$ cat config.mk
export PLATFORM = sky130hd
export DESIGN_NAME = nano_cpu_p_flat
export DESIGN_NICKNAME = d
export VERILOG_FILES = /design/src/rtl/nano_cpu_p_if.sv /design/src/rtl/nano_cpu_p.sv /design/src/flat_wrapper.sv
export SDC_FILE = /design/constraint.sdc
export NUM_CORES = 1
export LEC_CHECK = 0
export ABC_AREA = 1
export CAP_MARGIN = 40
export CORE_MARGIN = 2
export CORE_UTILIZATION = 25
export CTS_CLUSTER_DIAMETER = 30
export DETAILED_ROUTE_END_ITERATION = 8
export GPL_ROUTABILITY_DRIVEN = 0
export HOLD_SLACK_MARGIN = 0.12
export PLACE_DENSITY = 0.37
export SLEW_MARGIN = 5
export SYNTH_ARGS = -nofsm -noshare
export SYNTH_HDL_FRONTEND = slang
export SYNTH_SLANG_ARGS = --single-unit
$ cat constraint.sdc
create_clock -name ck -period 3.35 [get_ports ck]
set_input_delay 0.67 -clock ck [delete_from_list [all_inputs] [get_ports ck]]
set_output_delay 0.67 -clock ck [all_outputs]
set_load 0.01 [all_outputs]
$ cat src/rtl/nano_cpu_p_if.sv
// Memory bus between nano_cpu_p and a single-port synchronous memory.
// The CPU is the master. It drives the address, write data and strobes,
// and the memory answers with read data and a ready flag.
interface nano_cpu_p_if #(
    parameter int DATA_W = 16,
    parameter int ADDR_W = 8
);
    logic [ADDR_W-1:0] address;
    logic [DATA_W-1:0] dataR;
    logic [DATA_W-1:0] dataW;
    logic              ce;
    logic              we;
    logic              rdy;

    modport master (
        output address, dataW, ce, we,
        input  dataR, rdy
    );

    modport slave (
        input  address, dataW, ce, we,
        output dataR, rdy
    );
endinterface

$ cat src/rtl/nano_cpu_p.sv
// Parametrised 4-register nano CPU.
// Each instruction runs through FETCH -> EXEC -> execute state. The memory
// states FETCH, LD and WRITE wait for rdy. HALT is absorbing until reset.
module nano_cpu_p #(
    parameter int DATA_W      = 16,
    parameter int ADDR_W      = 8,
    parameter bit SIGNED_LESS = 1'b0
) (
    input  logic         ck,
    input  logic         rst,
    nano_cpu_p_if.master bus,
    output logic         halted
);

    typedef enum logic [3:0] {
        S_IDLE,
        S_FETCH,
        S_EXEC,
        S_LD,
        S_WRITE,
        S_ALU,
        S_JMP,
        S_BRANCH,
        S_HALT
    } state_e;

    localparam logic [3:0] OP_READ   = 4'h0;
    localparam logic [3:0] OP_WRITE  = 4'h1;
    localparam logic [3:0] OP_JMP    = 4'h2;
    localparam logic [3:0] OP_BRANCH = 4'h3;
    localparam logic [3:0] OP_XOR    = 4'h4;
    localparam logic [3:0] OP_SUB    = 4'h5;
    localparam logic [3:0] OP_ADD    = 4'h6;
    localparam logic [3:0] OP_LESS   = 4'h7;

    state_e state_q, state_d;
    logic [DATA_W-1:0] pc_q, pc_d;
    logic [DATA_W-1:0] ir_q, ir_d;
    logic [DATA_W-1:0] r_q [4];

    // Register-file write port, driven by the FSM.
    logic              reg_we;
    logic [1:0]        reg_wa;
    logic [DATA_W-1:0] reg_wd;

    // Instruction fields.
    logic [3:0]        f_op;
    logic [1:0]        f_rd, f_rs1, f_rs2;
    logic [ADDR_W-1:0] f_addr;

    assign f_op   = ir_q[15:12];
    assign f_rd   = ir_q[9:8];
    assign f_rs1  = ir_q[5:4];
    assign f_rs2  = ir_q[1:0];
    assign f_addr = ir_q[ADDR_W+3:4];

    logic [DATA_W-1:0] rs1_val, rs2_val;
    assign rs1_val = r_q[f_rs1];
    assign rs2_val = r_q[f_rs2];

    // PC arithmetic happens in the low ADDR_W bits only, so the upper bits stay 0.
    logic [ADDR_W-1:0] pc_lo_inc;
    logic [DATA_W-1:0] pc_inc;
    logic [DATA_W-1:0] addr_ext;
    assign pc_lo_inc = pc_q[ADDR_W-1:0] + ADDR_W'(1);
    assign pc_inc    = DATA_W'(pc_lo_inc);
    assign addr_ext  = DATA_W'(f_addr);

    // Only some IR bits and the low PC bits feed logic. These reductions keep the rest visibly consumed.
    logic ir_unused, pc_unused;
    assign ir_unused = ^ir_q;
    assign pc_unused = ^pc_q;

    logic less_flag;
    assign less_flag = SIGNED_LESS ? ($signed(rs1_val) < $signed(rs2_val))
                                   : (rs1_val < rs2_val);

    logic [DATA_W-1:0] alu_res;

    // ALU result for the register-to-register opcodes.
    // NOTE: every combinational output gets a default first, so no path leaves it unassigned and infers a latch.
    always_comb begin
        alu_res = '0;
        case (f_op)
            OP_XOR:  alu_res = rs1_val ^ rs2_val;
            OP_SUB:  alu_res = rs1_val - rs2_val;
            OP_ADD:  alu_res = rs1_val + rs2_val;
            OP_LESS: alu_res = DATA_W'(less_flag);
            default: alu_res = '0;
        endcase
    end

    // Next-state, PC/IR/register updates and memory bus outputs.
    always_comb begin
        state_d     = state_q;
        pc_d        = pc_q;
        ir_d        = ir_q;
        reg_we      = 1'b0;
        reg_wa      = f_rd;
        reg_wd      = alu_res;
        bus.ce      = 1'b0;
        bus.we      = 1'b0;
        bus.address = f_addr;
        bus.dataW   = rs2_val;
        halted      = 1'b0;

        case (state_q)
            S_IDLE: state_d = S_FETCH;

            S_FETCH: begin
                bus.ce      = 1'b1;
                bus.address = pc_q[ADDR_W-1:0];
                if (bus.rdy) begin
                    ir_d    = bus.dataR;
                    state_d = S_EXEC;
                end
            end

            S_EXEC: begin
                case (f_op)
                    OP_READ:   state_d = S_LD;
                    OP_WRITE:  state_d = S_WRITE;
                    OP_JMP:    state_d = S_JMP;
                    OP_BRANCH: state_d = S_BRANCH;
                    OP_XOR, OP_SUB, OP_ADD, OP_LESS: state_d = S_ALU;
                    default:   state_d = S_HALT;
                endcase
            end

            S_LD: begin
                bus.ce = 1'b1;
                if (bus.rdy) begin
                    reg_we  = 1'b1;
                    reg_wa  = f_rs2;
                    reg_wd  = bus.dataR;
                    pc_d    = pc_inc;
                    state_d = S_FETCH;
                end
            end

            S_WRITE: begin
                bus.ce = 1'b1;
                bus.we = 1'b1;
                if (bus.rdy) begin
                    pc_d    = pc_inc;
                    state_d = S_FETCH;
                end
            end

            S_ALU: begin
                reg_we  = 1'b1;
                pc_d    = pc_inc;
                state_d = S_FETCH;
            end

            S_JMP: begin
                pc_d    = addr_ext;
                state_d = S_FETCH;
            end

            S_BRANCH: begin
                pc_d    = (rs2_val != '0) ? addr_ext : pc_inc;
                state_d = S_FETCH;
            end

            S_HALT: halted = 1'b1;

            default: state_d = S_IDLE;
        endcase
    end

    // State, PC, IR and register file. All of them clear asynchronously on rst.
    // NOTE: sequential state uses non-blocking assignments so every register samples the pre-edge values.
    always_ff @(posedge ck or posedge rst) begin
        if (rst) begin
            state_q <= S_IDLE;
            pc_q    <= '0;
            ir_q    <= '0;
            // NOTE: the four-entry register file is architectural state and is cleared on reset like the other flops.
            for (int i = 0; i < 4; i++) begin
                r_q[i] <= '0;
            end
        end else begin
            state_q <= state_d;
            pc_q    <= pc_d;
            ir_q    <= ir_d;
            if (reg_we) begin
                r_q[reg_wa] <= reg_wd;
            end
        end
    end

endmodule

$ cat src/flat_wrapper.sv
// flat-port wrapper written by rule: the top's interface ports become plain ports
module nano_cpu_p_flat 
#(
    parameter int DATA_W      = 16,
    parameter int ADDR_W      = 8,
    parameter bit SIGNED_LESS = 1'b0
)
  (ck, rst, halted, bus_address, bus_dataW, bus_ce, bus_we, bus_dataR, bus_rdy);
  nano_cpu_p_if #(.DATA_W(DATA_W), .ADDR_W(ADDR_W)) bus_i ();
  input  logic ck;
  input  logic rst;
  output logic halted;
  output wire logic [$bits(bus_i.address)-1:0] bus_address;
  output wire logic [$bits(bus_i.dataW)-1:0] bus_dataW;
  output wire logic [$bits(bus_i.ce)-1:0] bus_ce;
  output wire logic [$bits(bus_i.we)-1:0] bus_we;
  input wire logic [$bits(bus_i.dataR)-1:0] bus_dataR;
  input wire logic [$bits(bus_i.rdy)-1:0] bus_rdy;
  assign bus_address = bus_i.address;
  assign bus_dataW = bus_i.dataW;
  assign bus_ce = bus_i.ce;
  assign bus_we = bus_i.we;
  assign bus_i.dataR = bus_dataR;
  assign bus_i.rdy = bus_rdy;
  nano_cpu_p #(.DATA_W(DATA_W), .ADDR_W(ADDR_W), .SIGNED_LESS(SIGNED_LESS)) u_core (.ck(ck), .rst(rst), .bus(bus_i), .halted(halted));
endmodule
==> results by stage <==
Clock network:
- The number of H-tree branching levels is 3.
- The cell chosen for the clock root is sky130_fd_sc_hd__clkbuf_16.
- Counting the buffers created by CTS gives 9.
- The latest clock arrival within the worst-skew pair is 360 ps.
- The number of sinks driven by the clock tree is 90.
- The clock passes through at most 2 buffers.
- The clock-pin slew reported for the worst setup and hold paths after clock tree synthesis is 70 ps.
- TritonCTS built the clock tree.

Critical path:
- The critical path is of the register to register type.
- The number of cells on the critical path is 17.
- Measured in cells, the most critical reg-to-reg path has a length of 17.
- The critical path contains buffers and inverters numbering 3 combined.
- STA puts the critical path data required time at 3600 ps.
- The source of the critical timing path is u_core.ir_q[5].
- The launching point of the worst reg2reg path is u_core.ir_q[5].
- The worst register-to-register path ends at u_core.r_q[45].
- The most common cell type on the critical path is sky130_fd_sc_hd__nand2_1.
- The highest fanout seen on the critical path is 10.
- The termination of the worst setup path is u_core.r_q[45].
- The endpoint type of the worst setup path is a register.
- The data arrival time at the worst-slack endpoint is 3340 ps.
- Traced cell by cell, the critical path runs through inv_2 -> buf_4 -> o21ai_0 -> o22ai_1 -> ha_1 -> inv_1 -> nand2_1 -> nor3_1 -> nand3_1 -> nand3_1 -> nand2_1 -> nand3_1 -> nand2_1 -> nand2_1 -> nand2_1 -> nand2_1 -> nand2_1.
- Among all stages on the critical path, the largest delay is contributed by sky130_fd_sc_hd__ha_1.
- The worst stage delay on the critical path is 410 ps.
- The category of cells accounting for the largest share of critical-path delay is simple AND/OR/NAND/NOR gates.
- The register-to-register setup slack is 260 ps.
- STA classifies the critical path startpoint as a register.

Finish:
- The net count of the finished layout is 1298.
- Summing all non-filler instances in the final layout gives an area of 8850 sq um.
- The top cell types in the final layout, fill and taps aside, are sky130_fd_sc_hd__nand2_1 (509), sky130_fd_sc_hd__inv_1 (123), sky130_fd_sc_hd__nand3_1 (100).
- The relative area change from synthesis to final layout is 18.0%.
- The total inserted antenna cells is 0.
- In the final layout, the share of cells above drive strength 1 is 0.0812.
- Measured on the finished design, the core utilization comes to 0.299.
- The library cell used most frequently in the layout, excluding fill and tap cells, is sky130_fd_sc_hd__nand2_1.

Timing:
- The number of endpoints with negative hold slack in the final report came to 0.
- Subtracting the final worst setup slack from the clock period gives 3090 ps.
- The worst setup skew after layout is 9.34 ps.
- The slew of the pin with the lowest slew margin is 707 ps.
- The number of max-slew violations in the final report was 0.
- The post-route fraction of the period consumed by the critical path is 0.922.
- The maximum clock frequency is 324 MHz.
- Setup repair after global routing left no endpoint under its margin.
- The worst slew margin relative to its limit is 0.527.
- The sum of negative setup slack is 0 ps.
- Setup violations remaining at the end of the flow were counted as 0.

Global route:
- The global routing usage summed across all routing layers is 0.200.
- The via count of the first global-routing pass is 7462.
- Entering global routing, the biggest net connects 39 pins.
- The aggregate global routing overflow is 0.
- The wire length of the first global-routing pass is 46600 um.
- The number of antenna violations at the first check in global routing was 0.

Die:
- The total number of placement rows is 63.
- In this run the vertical extent of the chip is 177 um.
- The die footprint is 31400 sq um.
- After floorplanning, the core was sized to cover 29600 sq um.
- For this configuration, the core starts out at a cell density of 0.254.
- The die is 177 um wide.
- In this run the count of I/O pins placed on the die edge is 46.

Drt:
- After detailed routing, the average wire length per cell comes to 18.3 um.
- In the routed layout, each cell is associated on average with a via count of 4.68.
- The length of the first detailed-routing pass in iterations is 6.
- The DRC violation count after routing is 0.
- The sum of routed wire length over all layers is 30000 um.
- The routed layout has 7639 vias.
- Once detail routing completed, the nets flagged for antenna violations numbered 0.
- In this run, the number of DRC markers left after iteration 0 of detailed routing was 649.

Synthesis:
- After synthesis the cells add up to 7500 sq um.
- In the synthesized netlist the async set-or-reset flop fraction comes to 1.00.
- Of the synthesized area, sequential elements account for 0.300.
- The average size of a mapped cell is 6.30 sq um.
- The synthesis-stage register bit count is 90.
- Counting flops with a built-in enable in the synthesized netlist gives 0.
- The count of warnings emitted by yosys is 0.
- The cell count after synthesis came out at 1191.
- The dominant register cell in the synthesized netlist is sky130_fd_sc_hd__dfrtp_1.
- When the netlist entered floorplanning its net count stood at 1250.
- The unique cell type count in the Yosys netlist is 46.

Run status:
- The flow ran to the end, and the final reports show no timing, DRC or antenna violations.

Placement:
- After legalization and detailed placement, the total HPWL measured 23000 um.
- The cell area after placement is 8470 sq um.
- Port buffering added 45 buffers.

Power and ir drop:
- Dividing total power by cell area gives a power density of 1160 nW/um^2.
- The analysis attributes to cell leakage a power of 4.72 nW.
- Total power for the finished layout comes to 10.3 mW.
- IR analysis of the VDD net gives a maximum drop of 0.280 mV.

Job:
- The max-cap check violation count is 0.

Worst hold path:
- The path class of the tightest hold or removal check is register to register.
[kinds of logic (layout without fill, tap and decap cells)]
| family | count (synthesis) | count (layout) | synth area share |
|---|---|---|---|
| AND/OR/NAND/NOR | 736 | 736 | 0.407 |
| buffers and inverters | 181 | 234 | 0.109 |
| AO/OA/AOI/OAI | 137 | 137 | 0.106 |
| flip-flops | 90 | 90 | 0.300 |
| adder cells (fa/ha/maj) | 40 | 40 | 0.0687 |
| XOR/XNOR | 4 | 4 | 0.00467 |
| multiplexers | 3 | 3 | 0.00450 |
[through the flow]
stage          setup slack [ps]  hold WS [ps]  std cells
2_1_floorplan               345           465       1191
3_3_place_gp                148           488       1618
3_5_place_dp                171           491       1618
4_1_cts                     145           510       1634
5_1_grt                    21.0           536       1634
6_report                    263           506       1634
[final cells by class]
class,instances,area (sq um)
Tap cell,390,488
Inverter,137,531
Sequential cell,90,2250
Multi-Input combinational cell,920,4480
Timing Repair Buffer,81,774
Clock inverter,5,77.6
Fill cell,3384,20700
Clock buffer,11,243
[cells in the mapped netlist, drive strengths merged, types with 6 or more instances]
library cell | number | area share
a21oi | 32 | 0.021
buf | 31 | 0.032
clkbuf | 13 | 0.0065
dfrtp | 90 | 0.30
ha | 38 | 0.063
inv | 135 | 0.069
nand2 | 514 | 0.26
nand3 | 101 | 0.068
nand4 | 7 | 0.0058
nor2 | 99 | 0.061
nor3 | 6 | 0.0040
o21ai | 63 | 0.045
o22ai | 21 | 0.018
[registers in the layout (all words and copies together) (netlist names)]
register / cells
u_core.state_q: 4
u_core.ir_q: 14
u_core.r_q: 64
u_core.pc_q: 8
[repair_timing]
action	in CTS	in global routing
setup buffers	0	0
endpoints found under the setup margin	0	38
hold buffers	0	0
gates resized for setup	0	18
hold endpoints to repair	0	0
[per-layer routing]
| metal | vias to the layer above | part of all wire | track usage |
|---|---|---|---|
| met4 | 0 | 0.016 | 0.0475 |
| met2 | 129 | 0.47 | 0.325 |
| li1 | 3851 | - | - |
| met5 | - | 0 | 0 |
| met3 | 27 | 0.031 | 0.0251 |
| met1 | 3632 | 0.49 | 0.280 |
[worst min path at each step]
stage              startpoint        endpoint  slack (ps)  cells after the start
2_1_floorplan  u_core.r_q[35]  u_core.r_q[35]         470                      2
3_3_place_gp   u_core.r_q[29]  u_core.r_q[29]         490                      2
3_5_place_dp   u_core.r_q[29]  u_core.r_q[29]         490                      2
4_1_cts        u_core.r_q[29]  u_core.r_q[29]         510                      2
5_1_grt        u_core.r_q[39]  u_core.r_q[39]         540                      2
6_report       u_core.r_q[39]  u_core.r_q[39]         510                      2
[worst min-delay path: cells and delay by family (launching register included)]
kind,cells,cell delay (ps)
DFF,1,360
and+or+nand+nor,2,120
[power by group]
part,switching [mW],total (mW),internal (mW)
Sequential,0.380,1.85,1.47
Combinational,4.76,7.27,2.51
Clock,0.465,1.14,0.672
Note: power is estimated with default switching activity, not from simulation.
